### config.mk
export PLATFORM = sky130hd
export DESIGN_NAME = muldiv_unit
export DESIGN_NICKNAME = d
export VERILOG_FILES = /design/src/rtl/rv32_pkg.sv /design/src/rtl/muldiv_sign_fix.sv /design/src/rtl/muldiv_unit.sv
export SDC_FILE = /design/constraint.sdc
export NUM_CORES = 1
export LEC_CHECK = 0
export CORE_ASPECT_RATIO = 0.8
export CORE_UTILIZATION = 40
export DETAILED_ROUTE_END_ITERATION = 8
export HOLD_SLACK_MARGIN = 0.15
export PLACE_DENSITY = 0.64
export SLEW_MARGIN = 5
export SYNTH_ARGS = -nofsm -noshare
export SYNTH_HDL_FRONTEND = slang
export SYNTH_HIERARCHICAL = 1
export SYNTH_SLANG_ARGS = --single-unit
### constraint.sdc
create_clock -name clk -period 6.5 [get_ports clk]
set_input_delay 0.65 -clock clk [delete_from_list [all_inputs] [get_ports clk]]
set_output_delay 0.65 -clock clk [all_outputs]
set_load 0.02 [all_outputs]
### src/rtl/rv32_pkg.sv
// Shared RV32 definitions for the multiply/divide unit.
// Contents: XLEN, RV32M funct3 encodings and the muldiv FSM state type.
package rv32_pkg;

  localparam int XLEN = 32;

  localparam logic [2:0] FUNCT3_MUL    = 3'd0;
  localparam logic [2:0] FUNCT3_MULH   = 3'd1;
  localparam logic [2:0] FUNCT3_MULHSU = 3'd2;
  localparam logic [2:0] FUNCT3_MULHU  = 3'd3;
  localparam logic [2:0] FUNCT3_DIV    = 3'd4;
  localparam logic [2:0] FUNCT3_DIVU   = 3'd5;
  localparam logic [2:0] FUNCT3_REM    = 3'd6;
  localparam logic [2:0] FUNCT3_REMU   = 3'd7;

  typedef enum logic [1:0] {
    MD_IDLE = 2'd0,
    MD_CALC = 2'd1,
    MD_DONE = 2'd2
  } md_state_t;

  // funct3[2] separates divide/remainder from multiply.
  function automatic logic is_div_op(input logic [2:0] f);
    return f[2];
  endfunction

endpackage

### src/rtl/muldiv_sign_fix.sv
// Two's-complement conditional negation. Used on the way in to turn signed
// operands into magnitudes and on the way out to restore the result sign.
// Ports:
//   value  - input word
//   negate - 1: result = -value, 0: result = value
//   result - output word
module muldiv_sign_fix #(
  parameter int W = 32
) (
  input  logic [W-1:0] value,
  input  logic         negate,
  output logic [W-1:0] result
);

  assign result = negate ? (~value + W'(1)) : value;

endmodule

### src/rtl/muldiv_unit.sv
// Iterative RV32M multiply/divide unit (shift-add multiply, restoring divide,
// one bit per cycle on operand magnitudes, sign restored at completion).
// Optional build macro: MULDIV_EARLY_OUT_EN - multiplies finish as soon as the
// remaining multiplier bits are all zero.
// Ports:
//   clk, rst (sync, active-low), flush (abort current op)
//   in_valid/in_ready, funct3, rs1_data, rs2_data, rd_addr - request
//   out_valid/out_ready, out_data, out_rd_addr             - writeback
//
// state   | meaning
// MD_IDLE | ready for a request
// MD_CALC | one multiply/divide iteration per cycle
// MD_DONE | result held until out_ready
module muldiv_unit #(
  parameter int XLEN = rv32_pkg::XLEN
) (
  input  logic            clk,
  input  logic            rst,
  input  logic            flush,
  input  logic            in_valid,
  output logic            in_ready,
  input  logic [2:0]      funct3,
  input  logic [XLEN-1:0] rs1_data,
  input  logic [XLEN-1:0] rs2_data,
  input  logic [4:0]      rd_addr,
  output logic            out_valid,
  input  logic            out_ready,
  output logic [XLEN-1:0] out_data,
  output logic [4:0]      out_rd_addr
);
  import rv32_pkg::*;

  localparam int CW = $clog2(XLEN + 1);

  md_state_t         state, state_next;
  logic [2*XLEN-1:0] acc, mcand, acc_next, prod_fix;
  logic [XLEN-1:0]   mplier, mplier_next, a_mag, b_mag, div_raw, div_fix, special_val;
  logic [XLEN-1:0]   rem_next, final_res;
  logic [XLEN:0]     r_shift;
  logic [CW-1:0]     count;
  logic [2:0]        op;
  logic              res_neg, a_sign, b_sign, special, div_zero, div_ovf, accept, calc_last;

  assign in_ready  = (state == MD_IDLE);
  assign out_valid = (state == MD_DONE);
  assign accept    = in_valid && in_ready;

  // Operand signs: MULH/DIV/REM treat both signed, MULHSU only rs1.
  assign a_sign = rs1_data[XLEN-1] && (funct3 == FUNCT3_MULH || funct3 == FUNCT3_MULHSU ||
                                      funct3 == FUNCT3_DIV  || funct3 == FUNCT3_REM);
  assign b_sign = rs2_data[XLEN-1] && (funct3 == FUNCT3_MULH || funct3 == FUNCT3_DIV ||
                                      funct3 == FUNCT3_REM);

  muldiv_sign_fix #(.W(XLEN)) u_fix_a (.value(rs1_data), .negate(a_sign), .result(a_mag));
  muldiv_sign_fix #(.W(XLEN)) u_fix_b (.value(rs2_data), .negate(b_sign), .result(b_mag));

  assign div_zero = is_div_op(funct3) && (rs2_data == '0);
  assign div_ovf  = (funct3 == FUNCT3_DIV || funct3 == FUNCT3_REM) &&
                    (rs1_data == {1'b1, {(XLEN-1){1'b0}}}) && (rs2_data == '1);
  assign special  = div_zero || div_ovf;

  // funct3[1] picks remainder among the divide ops.
  always_comb begin
    special_val = '0;
    if (div_zero)     special_val = funct3[1] ? rs1_data : '1;
    else if (div_ovf) special_val = funct3[1] ? '0 : rs1_data;
  end

  // One iteration. Divide keeps remainder in acc[2X-1:X] and the dividend /
  // quotient shift register in acc[X-1:0]; multiply accumulates the product.
  assign r_shift = acc[2*XLEN-1:XLEN-1];
  always_comb begin
    rem_next    = '0;
    acc_next    = acc;
    mplier_next = mplier;
    if (is_div_op(op)) begin
      if (r_shift >= {1'b0, mplier}) begin
        rem_next = XLEN'(r_shift - {1'b0, mplier});
        acc_next = {rem_next, acc[XLEN-2:0], 1'b1};
      end else begin
        rem_next = XLEN'(r_shift);
        acc_next = {rem_next, acc[XLEN-2:0], 1'b0};
      end
    end else begin
      acc_next    = mplier[0] ? (acc + mcand) : acc;
      mplier_next = mplier >> 1;
    end
  end

  muldiv_sign_fix #(.W(2*XLEN)) u_fix_p (.value(acc_next), .negate(res_neg), .result(prod_fix));

  assign div_raw = op[1] ? acc_next[2*XLEN-1:XLEN] : acc_next[XLEN-1:0];
  muldiv_sign_fix #(.W(XLEN)) u_fix_d (.value(div_raw), .negate(res_neg), .result(div_fix));

  assign final_res = is_div_op(op)        ? div_fix :
                     (op == FUNCT3_MUL)   ? prod_fix[XLEN-1:0] :
                                            prod_fix[2*XLEN-1:XLEN];

`ifdef MULDIV_EARLY_OUT_EN
  assign calc_last = (count == CW'(1)) || (!is_div_op(op) && mplier_next == '0);
`else
  assign calc_last = (count == CW'(1));
`endif

  always_ff @(posedge clk) begin
    if (!rst) state <= MD_IDLE;
    else      state <= state_next;
  end

  always_comb begin
    state_next = state;
    case (state)
      MD_IDLE: if (in_valid)  state_next = special ? MD_DONE : MD_CALC;
      MD_CALC: if (calc_last) state_next = MD_DONE;
      MD_DONE: if (out_ready) state_next = MD_IDLE;
      default:                state_next = MD_IDLE;
    endcase
    if (flush) state_next = MD_IDLE;
  end

  always_ff @(posedge clk) begin
    if (!rst) begin
      acc         <= '0;
      mcand       <= '0;
      mplier      <= '0;
      count       <= '0;
      op          <= '0;
      res_neg     <= 1'b0;
      out_data    <= '0;
      out_rd_addr <= '0;
    end else if (!flush) begin
      if (accept) begin
        op          <= funct3;
        out_rd_addr <= rd_addr;
        // Remainder follows the dividend; everything else is sign(a)^sign(b).
        res_neg     <= (funct3 == FUNCT3_REM) ? a_sign : (a_sign ^ b_sign);
        count       <= CW'(XLEN);
        mplier      <= b_mag;
        acc         <= is_div_op(funct3) ? {{XLEN{1'b0}}, a_mag} : '0;
        mcand       <= is_div_op(funct3) ? '0 : {{XLEN{1'b0}}, a_mag};
        if (special) out_data <= special_val;
      end else if (state == MD_CALC) begin
        acc    <= acc_next;
        mcand  <= mcand << 1;
        mplier <= mplier_next;
        count  <= count - CW'(1);
        if (calc_last) out_data <= final_res;
      end
    end
  end

endmodule

# [Yosys cells after proc, flatten, opt, wreduce, memory -nomap -nowiden]
# Cells that the tools add are included.
[word_totals] mem_bits_rw=0 ff_bits=209 n_memories=0 output_inout_bits=39 latchBits=0 word_cells=97 inputBits=77 rom_bits=0
[classes] div_mod_pow=0 n_addsub=7 shift=0 n_bitwise=7 n_reduce_logical=24 muxes=35 magnitude_cmp=1 n_eq_ne=14 n_mul=0
[op_table] operator="$mux 32" count=19
[op_table] operator="$mux 64" count=8
[op_table] operator="$add 32x1->32 const B" count=3
[op_table] operator="$not 32->32" count=3
[op_table] operator="$add 64x1->64 const B" count=1
[op_table] operator="$add 64x64->64" count=1
[op_table] operator="$eq 32x32->1 const B" count=2
[op_table] operator="$not 64->64" count=1
[op_table] operator="$ge 33x32->1" count=1
[op_table] operator="$logic_not 32->1" count=1
[op_table] operator="$sub 32x32->32" count=1
[op_table] operator="$mux 6" count=2
[op_table] operator="$mux 2" count=4
[op_table] operator="$logic_or 1x1->1" count=7
[op_table] operator="$eq 3x3->1 const B" count=2
[op_table] operator="$eq 6x1->1 const B" count=1
[op_table] operator="$logic_and 1x1->1" count=6
[op_table] operator="$ne 2x2->1 const B" count=3
[op_table] operator="$pmux 2 s3" count=1
[op_table] operator="$reduce_and 3->1" count=2
[op_table] operator="$sub 6x1->6 const B" count=1
[op_table] operator="$ne 2x1->1 const B" count=2
[op_table] operator="$reduce_and 2->1" count=2
[op_table] operator="$reduce_and 4->1" count=1
[op_table] operator="other kinds (11)" count=13

# [Logic depth before layout (Yosys ltp)]
[logic_depth] depth_word=11 depth_mapped=26 mapped_depth_nobuf=25

# [Modules after synthesis]
# Netlist, hierarchy kept.
[modules_own_cells] mod="muldiv_unit" area_per_inst_um2=17100.2 seq_area_each_um2=4184.0 instances=1 cells_per_inst=2374
[modules_own_cells] mod="muldiv_sign_fix at u_fix_a ..." area_per_inst_um2=777.0 seq_area_each_um2=0.0 instances=3 cells_per_inst=99
[modules_own_cells] mod="muldiv_sign_fix at u_fix_p" area_per_inst_um2=1649.1 seq_area_each_um2=0.0 instances=1 cells_per_inst=206

# [Least setup slack after synthesis]
# OpenSTA, ideal clock, no wires.
[synth_path] path_kind="register -> register" startpoint="reg acc[0]" endpoint="reg out_data[31]" required_ns=6.435 period_less_slack_ns=4.999 path_slack_ns=1.501 n_path_buf=0 arrival_time_ns=4.934 stages_incl_launch_ff=23 setup_time_ns=0.065 cell_sequence="dfxtp_1 ha_1 fa_1 a21oi_1 o211ai_1 a21oi_1 nor4_2 o31ai_2 a31oi_4 a221oi_2 a311oi_1 o2bb2ai_1 or4_4 or3_1 or4_1 o31ai_1 xnor2_1 mux2i_1 nand2_1 o21ai_0 a221oi_1 a21oi_1 nor2_1"
[synth_via] elab_chain_cells=11 word_cells_on_any_way=16 cone_classes="add/sub: 3; mux: 11; bitwise: 2"
[synth_lines] item="start: declaration" line_no="muldiv_unit.sv:36" rtl="logic [2*XLEN-1:0] acc, mcand, acc_next, prod_fix;"
[synth_lines] item="start signal: assignment" line_no="muldiv_unit.sv:139" rtl="acc <= is_div_op(funct3) ? {{XLEN{1'b0}}, a_mag} : '0;"
[synth_lines] item="start signal: assignment" line_no="muldiv_unit.sv:143" rtl="acc <= acc_next;"
[synth_lines] item="$add 64x64->64" line_no="muldiv_unit.sv:85" rtl="acc_next = mplier[0] ? (acc + mcand) : acc;"
[synth_lines] item="$mux 64" line_no="muldiv_unit.sv:85"
[synth_lines] item="$mux 64" line_no="muldiv_unit.sv:76" rtl="if (is_div_op(op)) begin"
[synth_lines] item="via acc_next[56]" line_no="muldiv_unit.sv:36"
[synth_lines] item="$not 64->64" line_no="muldiv_sign_fix.sv:15" rtl="assign result = negate ? (~value + W'(1)) : value;"
[synth_lines] item="$add 64x1->64" line_no="muldiv_sign_fix.sv:15"
[synth_lines] item="$mux 64" line_no="muldiv_sign_fix.sv:15"
[synth_lines] item="via prod_fix[63]" line_no="muldiv_unit.sv:36"
[synth_lines] item="$mux 32" line_no="muldiv_unit.sv:96" rtl="(op == FUNCT3_MUL) ? prod_fix[XLEN-1:0] :"
[synth_lines] item="$mux 32" line_no="muldiv_unit.sv:95" rtl="assign final_res = is_div_op(op) ? div_fix :"
[synth_lines] item="$mux 32" line_no="muldiv_unit.sv:147" rtl="if (calc_last) out_data <= final_res;"
[synth_lines] item="$mux 32" line_no="muldiv_unit.sv:142" rtl="end else if (state == MD_CALC) begin"
[synth_lines] item="$mux 32" line_no="muldiv_unit.sv:132" rtl="if (accept) begin"
[synth_lines] item="end signal: assignment" line_no="muldiv_unit.sv:141" rtl="if (special) out_data <= special_val;"
[synth_lines] item="end signal: assignment" line_no="muldiv_unit.sv:147"
[synth_lines] item="end: declaration" line_no="muldiv_unit.sv:28" rtl="output logic [XLEN-1:0] out_data,"
# The timed path passes the listed nets, and every way through them passes these cells. The select of a mux whose other input is x is not followed.
# A chain may end at the register's enable or synchronous reset.

# [Worst setup path after layout]
[layout_path] startpoint="reg acc[39]" endpoint="reg out_data[22]"
[layout_via] elab_chain_cells=11 word_cells_on_any_way=18 cone_classes="add/sub: 4; order compare: 1; mux: 11; bitwise: 2"
[layout_lines] item="$ge 33x32->1" line_no="muldiv_unit.sv:77" rtl="if (r_shift >= {1'b0, mplier}) begin"
[layout_lines] item="$mux 64" line_no="muldiv_unit.sv:77"
[layout_lines] item="$mux 64" line_no="muldiv_unit.sv:76"
[layout_lines] item="via acc_next[38]" line_no="muldiv_unit.sv:36"
[layout_lines] item="$not 64->64" line_no="muldiv_sign_fix.sv:15"
[layout_lines] item="$add 64x1->64" line_no="muldiv_sign_fix.sv:15"
[layout_lines] item="$mux 64" line_no="muldiv_sign_fix.sv:15"
[layout_lines] item="via prod_fix[54]" line_no="muldiv_unit.sv:36"
[layout_lines] item="$mux 32" line_no="muldiv_unit.sv:96"
[layout_lines] item="$mux 32" line_no="muldiv_unit.sv:95"
[layout_lines] item="$mux 32" line_no="muldiv_unit.sv:147"
[layout_lines] item="$mux 32" line_no="muldiv_unit.sv:142"
[layout_lines] item="$mux 32" line_no="muldiv_unit.sv:132"
# The timed path passes the listed nets, and every way through them passes these cells. The select of a mux whose other input is x is not followed.

==> out/qor.json <==
{
  "post_synth_and_or_nand_nor_area_fraction": {"value": 24.19, "unit": "%"},
  "clock_buffer_count_from_cts": {"value": 27},
  "drive_above_1_share": {"value": 9.738, "unit": "%"},
  "violations_in_the_final_reports": {"value": "DRC"},
  "synth.mux.area_fraction": {"value": 3.923, "unit": "%"},
  "cts.root.buffer_cell": {"value": "sky130_fd_sc_hd__clkbuf_16"},
  "vias": {"value": 23430},
  "hold-path-endpoint": {"value": "out_rd_addr[4]"},
  "critical_r2r_capture": {"value": "out_data[22]"},
  "worst_r2r_startpoint": {"value": "acc[39]"},
  "final-setup-viol-count": {"value": 0},
  "power_density": {"value": 194.3, "unit": "mW/mm^2"},
  "ys_async_sr_fraction": {"value": 0, "unit": "%"},
  "placed_cell_area": {"value": 0.02304, "unit": "sq mm"},
  "fmax": {"value": 165.0, "unit": "MHz"},
  "synth_compound_gate_area_share": {"value": 30.72, "unit": "%"},
  "peak_vdd_ir": {"value": 0.0002193, "unit": "V"},
  "multiInputGateArea": {"value": 0.01582, "unit": "sq mm"},
  "nets": {"value": 3097},
  "timing_max_transition_violations_final": {"value": 0},
  "n_antenna_cell": {"value": 0},
  "count_of_standard_cell_rows": {"value": 74},
  "routabilityCongestion": {"value": 1.036},
  "post_synth_xor_area_fraction": {"value": 9.639, "unit": "%"},
  "die_y": {"value": 207.3, "unit": "um"},
  "layout.cells.non_filler": {"value": 3621},
  "grt_pass1_vias": {"value": 21110},
  "dpl.cell_count": {"value": 3571},
  "dp.final_hpwl": {"value": 65940, "unit": "um"},
  "synth_sequential_area_ratio": {"value": 19.85, "unit": "%"},
  "status": {"value": "finished with violations"},
  "h-tree-depth": {"value": 1},
  "synth_flop_cell": {"value": "sky130_fd_sc_hd__dfxtp_1"},
  "synth_top_family_by_area": {"value": "compound AO/OA/AOI/OAI gates"},
  "crit_arrival": {"value": 6570, "unit": "ps"},
  "grt_max_degree": {"value": 147},
  "layout_fillers": {"value": 5140},
  "timing.reg2reg.worst_path_depth": {"value": 21},
  "post_cts.repair.setup_buffers": {"value": 0},
  "worstSetupPathType": {"value": "flip-flop to flip-flop"},
  "crit_fanout": {"value": 14},
  "grt_pass1_wl": {"value": 130400, "unit": "um"},
  "cap_violations": {"value": 0},
  "clock_tree_from_tritoncts": {"value": "yes"},
  "post_synth_num_cell_types": {"value": 107},
  "worst_hold_path_type": {"value": "flip-flop to flip-flop"},
  "finalHoldWorstSlack": {"value": 460.3, "unit": "ps"},
  "grt_antenna_before_repair": {"value": 1},
  "timing.slew.headroom": {"value": 10.57, "unit": "%"},
  "wl_per_cell": {"value": 23.88, "unit": "um"},
  "yosysWarningCount": {"value": 6},
  "timing.final.crit_period": {"value": 6061, "unit": "ps"},
  "post_synth_instance_area": {"value": 0.02108, "unit": "sq mm"},
  "finalPower": {"value": 4656, "unit": "uW"},
  "leading_cell_types_by_total_area_after_synthesis": {"value": "sky130_fd_sc_hd__dfxtp_1, sky130_fd_sc_hd__xnor2_1, sky130_fd_sc_hd__nand2_1, sky130_fd_sc_hd__o21ai_0, sky130_fd_sc_hd__ha_1"},
  "route.detailed.vias_per_inst": {"value": 6.471},
  "drt_drc_violations_left": {"value": 24},
  "seqCellArea": {"value": 0.004190, "unit": "sq mm"},
  "ios": {"value": 116},
  "ant_nets": {"value": 0},
  "stdcell_area": {"value": 0.02396, "unit": "sq mm"},
  "synth.avg_cell_area": {"value": 7.327, "unit": "sq um"},
  "syn-instance-count": {"value": 2877},
  "core": {"value": 0.05157, "unit": "sq mm"},
  "min_from": {"value": "out_rd_addr[4]"},
  "post_synth_fa_ha_maj_area_fraction": {"value": 6.185, "unit": "%"},
  "yosysTopAreaCell": {"value": "sky130_fd_sc_hd__dfxtp_1"},
  "synth_edf_count": {"value": 0},
  "p_leak": {"value": 0.008809, "unit": "uW"},
  "detailedRoute.firstPassIterationCount": {"value": 9},
  "floorplan.initialDensity": {"value": 40.88, "unit": "%"},
  "critPathLaunchType": {"value": "flip-flop"},
  "holdPathStages": {"value": 2},
  "synthesis.nets": {"value": 3057},
  "worst_slew_pin_slew": {"value": 1337, "unit": "ps"},
  "io_buffers": {"value": 115},
  "timing.final.hold_violations": {"value": 0},
  "clock_insertion_delay_worst_skew": {"value": 590, "unit": "ps"},
  "worst-r2r-setup-slack": {"value": 440, "unit": "ps"},
  "synthToLayoutAreaGrowth": {"value": 13.66, "unit": "%"},
  "finalClockSkew": {"value": 23.31, "unit": "ps"},
  "clk_path_buf_depth": {"value": 3},
  "required": {"value": 7010, "unit": "ps"},
  "postSynthRegisterBits": {"value": 209},
  "grtUsageTotal": {"value": 31.05, "unit": "%"},
  "detail_route.wirelength": {"value": 86480, "unit": "um"},
  "synth.cells.most_frequent": {"value": "sky130_fd_sc_hd__nand2_1, sky130_fd_sc_hd__o21ai_0, sky130_fd_sc_hd__a21oi_1"},
  "worst_setup_hold_path_clk_slew": {"value": 60, "unit": "ps"},
  "grt_overflow_total": {"value": 0},
  "worst_setup_path_end_kind": {"value": "flip-flop"},
  "setup-tns-final": {"value": 0, "unit": "ps"},
  "synth.top_cell.area_share": {"value": 19.85, "unit": "%"},
  "dr.first_iter.drc_count": {"value": 3040},
  "dieArea": {"value": 0.05363, "unit": "sq mm"},
  "timing.final.crit_share": {"value": 93.25, "unit": "%"},
  "die_w": {"value": 258.7, "unit": "um"},
  "yosys.cell_count.top_type": {"value": "sky130_fd_sc_hd__nand2_1"},
  "clock_sinks": {"value": 209}
}
final cells by class:
class,count,share of cell area [%]
Multi-Input combinational cell,2381,66.03
Inverter,94,1.483
Clock inverter,10,0.4752
Sequential cell,209,17.49
Tap cell,684,3.572
Timing Repair Buffer,204,7.697
Clock buffer,39,3.258
cells by family (layout without fill, tap and decap cells):
kind of cell               Yosys count  in the layout
adders and majority gates          103            103
muxes                               80             80
DFF                                209            209
xor gates and xnor gates           232            232
and+or+nand+nor                   1012           1013
AOI/OAI and AO/OA                  953            953
buffers and inverters              288            347
registers in the layout (all words and copies together) (netlist names):
name / count
acc: 64
state: 2
op: 3
mcand: 64
count: 6
mplier: 32
out_rd_addr: 5
out_data: 32
res_neg: 1
cell usage in the layout, fill, tap and decap left out, types with 29 or more instances in the layout:
master	netlist	layout
sky130_fd_sc_hd__o31ai_1	50	50
sky130_fd_sc_hd__ha_1	101	101
sky130_fd_sc_hd__nand2_1	387	385
sky130_fd_sc_hd__dfxtp_1	209	206
sky130_fd_sc_hd__nand4_1	48	48
sky130_fd_sc_hd__xor2_1	32	32
sky130_fd_sc_hd__a21oi_1	241	240
sky130_fd_sc_hd__a221oi_1	56	56
sky130_fd_sc_hd__inv_1	93	91
sky130_fd_sc_hd__o211ai_1	47	47
sky130_fd_sc_hd__mux2i_1	59	59
sky130_fd_sc_hd__clkdlybuf4s50_1	0	115
sky130_fd_sc_hd__nor2_1	235	231
sky130_fd_sc_hd__nor3_1	43	42
sky130_fd_sc_hd__o21ai_0	254	253
sky130_fd_sc_hd__a222oi_1	29	29
sky130_fd_sc_hd__nand3_1	87	87
sky130_fd_sc_hd__buf_4	8	87
sky130_fd_sc_hd__xnor2_1	200	200
per-layer routing:
metal  track usage [%]  vias to the layer above  part of all wire [%]  routed length (um)
met5                 0                        -                     0                   0
met4             10.02                        0                   3.4                2977
met3             6.923                      156                    11                9851
met2             42.97                     1336                    39               34020
met1             46.55                    11240                    46               39630
li1                  -                    10710                     -                   -
per-stage QoR:
stage               util, %  setup slack [ps]
finish                46.46             438.6
global route          46.46           -0.6111
CTS                   46.41             349.4
detailed placement    44.68             414.5
global placement      44.68             466.9
floorplan                 -              1501
report_power, final:
group	leakage, uW	internal (uW)	total (uW)	switching (uW)
sequential	0.00170	1340	1390	52.9
clock	0.000428	910	1550	644
combinational	0.00668	616	1710	1090
total	0.00881	2870	4660	1790
worst max path at each step:
| stage | from | endpoint | cells after the start |
|---|---|---|---|
| 3_5_place_dp | acc[41] | out_data[28] | 21 |
| 2_1_floorplan | acc[0] | out_data[31] | 22 |
| 3_3_place_gp | acc[39] | out_data[26] | 22 |
| 6_report | acc[39] | out_data[22] | 21 |
| 5_1_grt | acc[39] | out_data[30] | 21 |
| 4_1_cts | acc[41] | out_data[24] | 21 |
critical path, cell delays in order (launching register included):
cell                        delay, ps
sky130_fd_sc_hd__dfxtp_1          510
sky130_fd_sc_hd__ha_1             350
sky130_fd_sc_hd__a2111oi_1        500
sky130_fd_sc_hd__nor3_2           100
sky130_fd_sc_hd__o21ai_2          250
sky130_fd_sc_hd__a2111oi_4        120
sky130_fd_sc_hd__nor3_2           450
sky130_fd_sc_hd__nor2_4           200
sky130_fd_sc_hd__mux2_1           360
sky130_fd_sc_hd__a21oi_1          150
sky130_fd_sc_hd__o21ai_1          330
sky130_fd_sc_hd__or4_1            610
sky130_fd_sc_hd__nor4_1           370
sky130_fd_sc_hd__nand4_2          280
sky130_fd_sc_hd__o41ai_1          430
sky130_fd_sc_hd__xnor2_1          200
sky130_fd_sc_hd__mux2i_1          110
sky130_fd_sc_hd__nand2_1           90
sky130_fd_sc_hd__o21ai_0           90
sky130_fd_sc_hd__a221oi_1         340
sky130_fd_sc_hd__a21oi_1           70
sky130_fd_sc_hd__nor2_1            80
timing repair:
| item | in CTS | in global routing |
|---|---|---|
| setup endpoints to repair | 0 | 13 |
| hold buffers | 0 | 0 |
| gates resized for setup | 0 | 3 |
No activity file was read; power rests on OpenSTA's default activity.
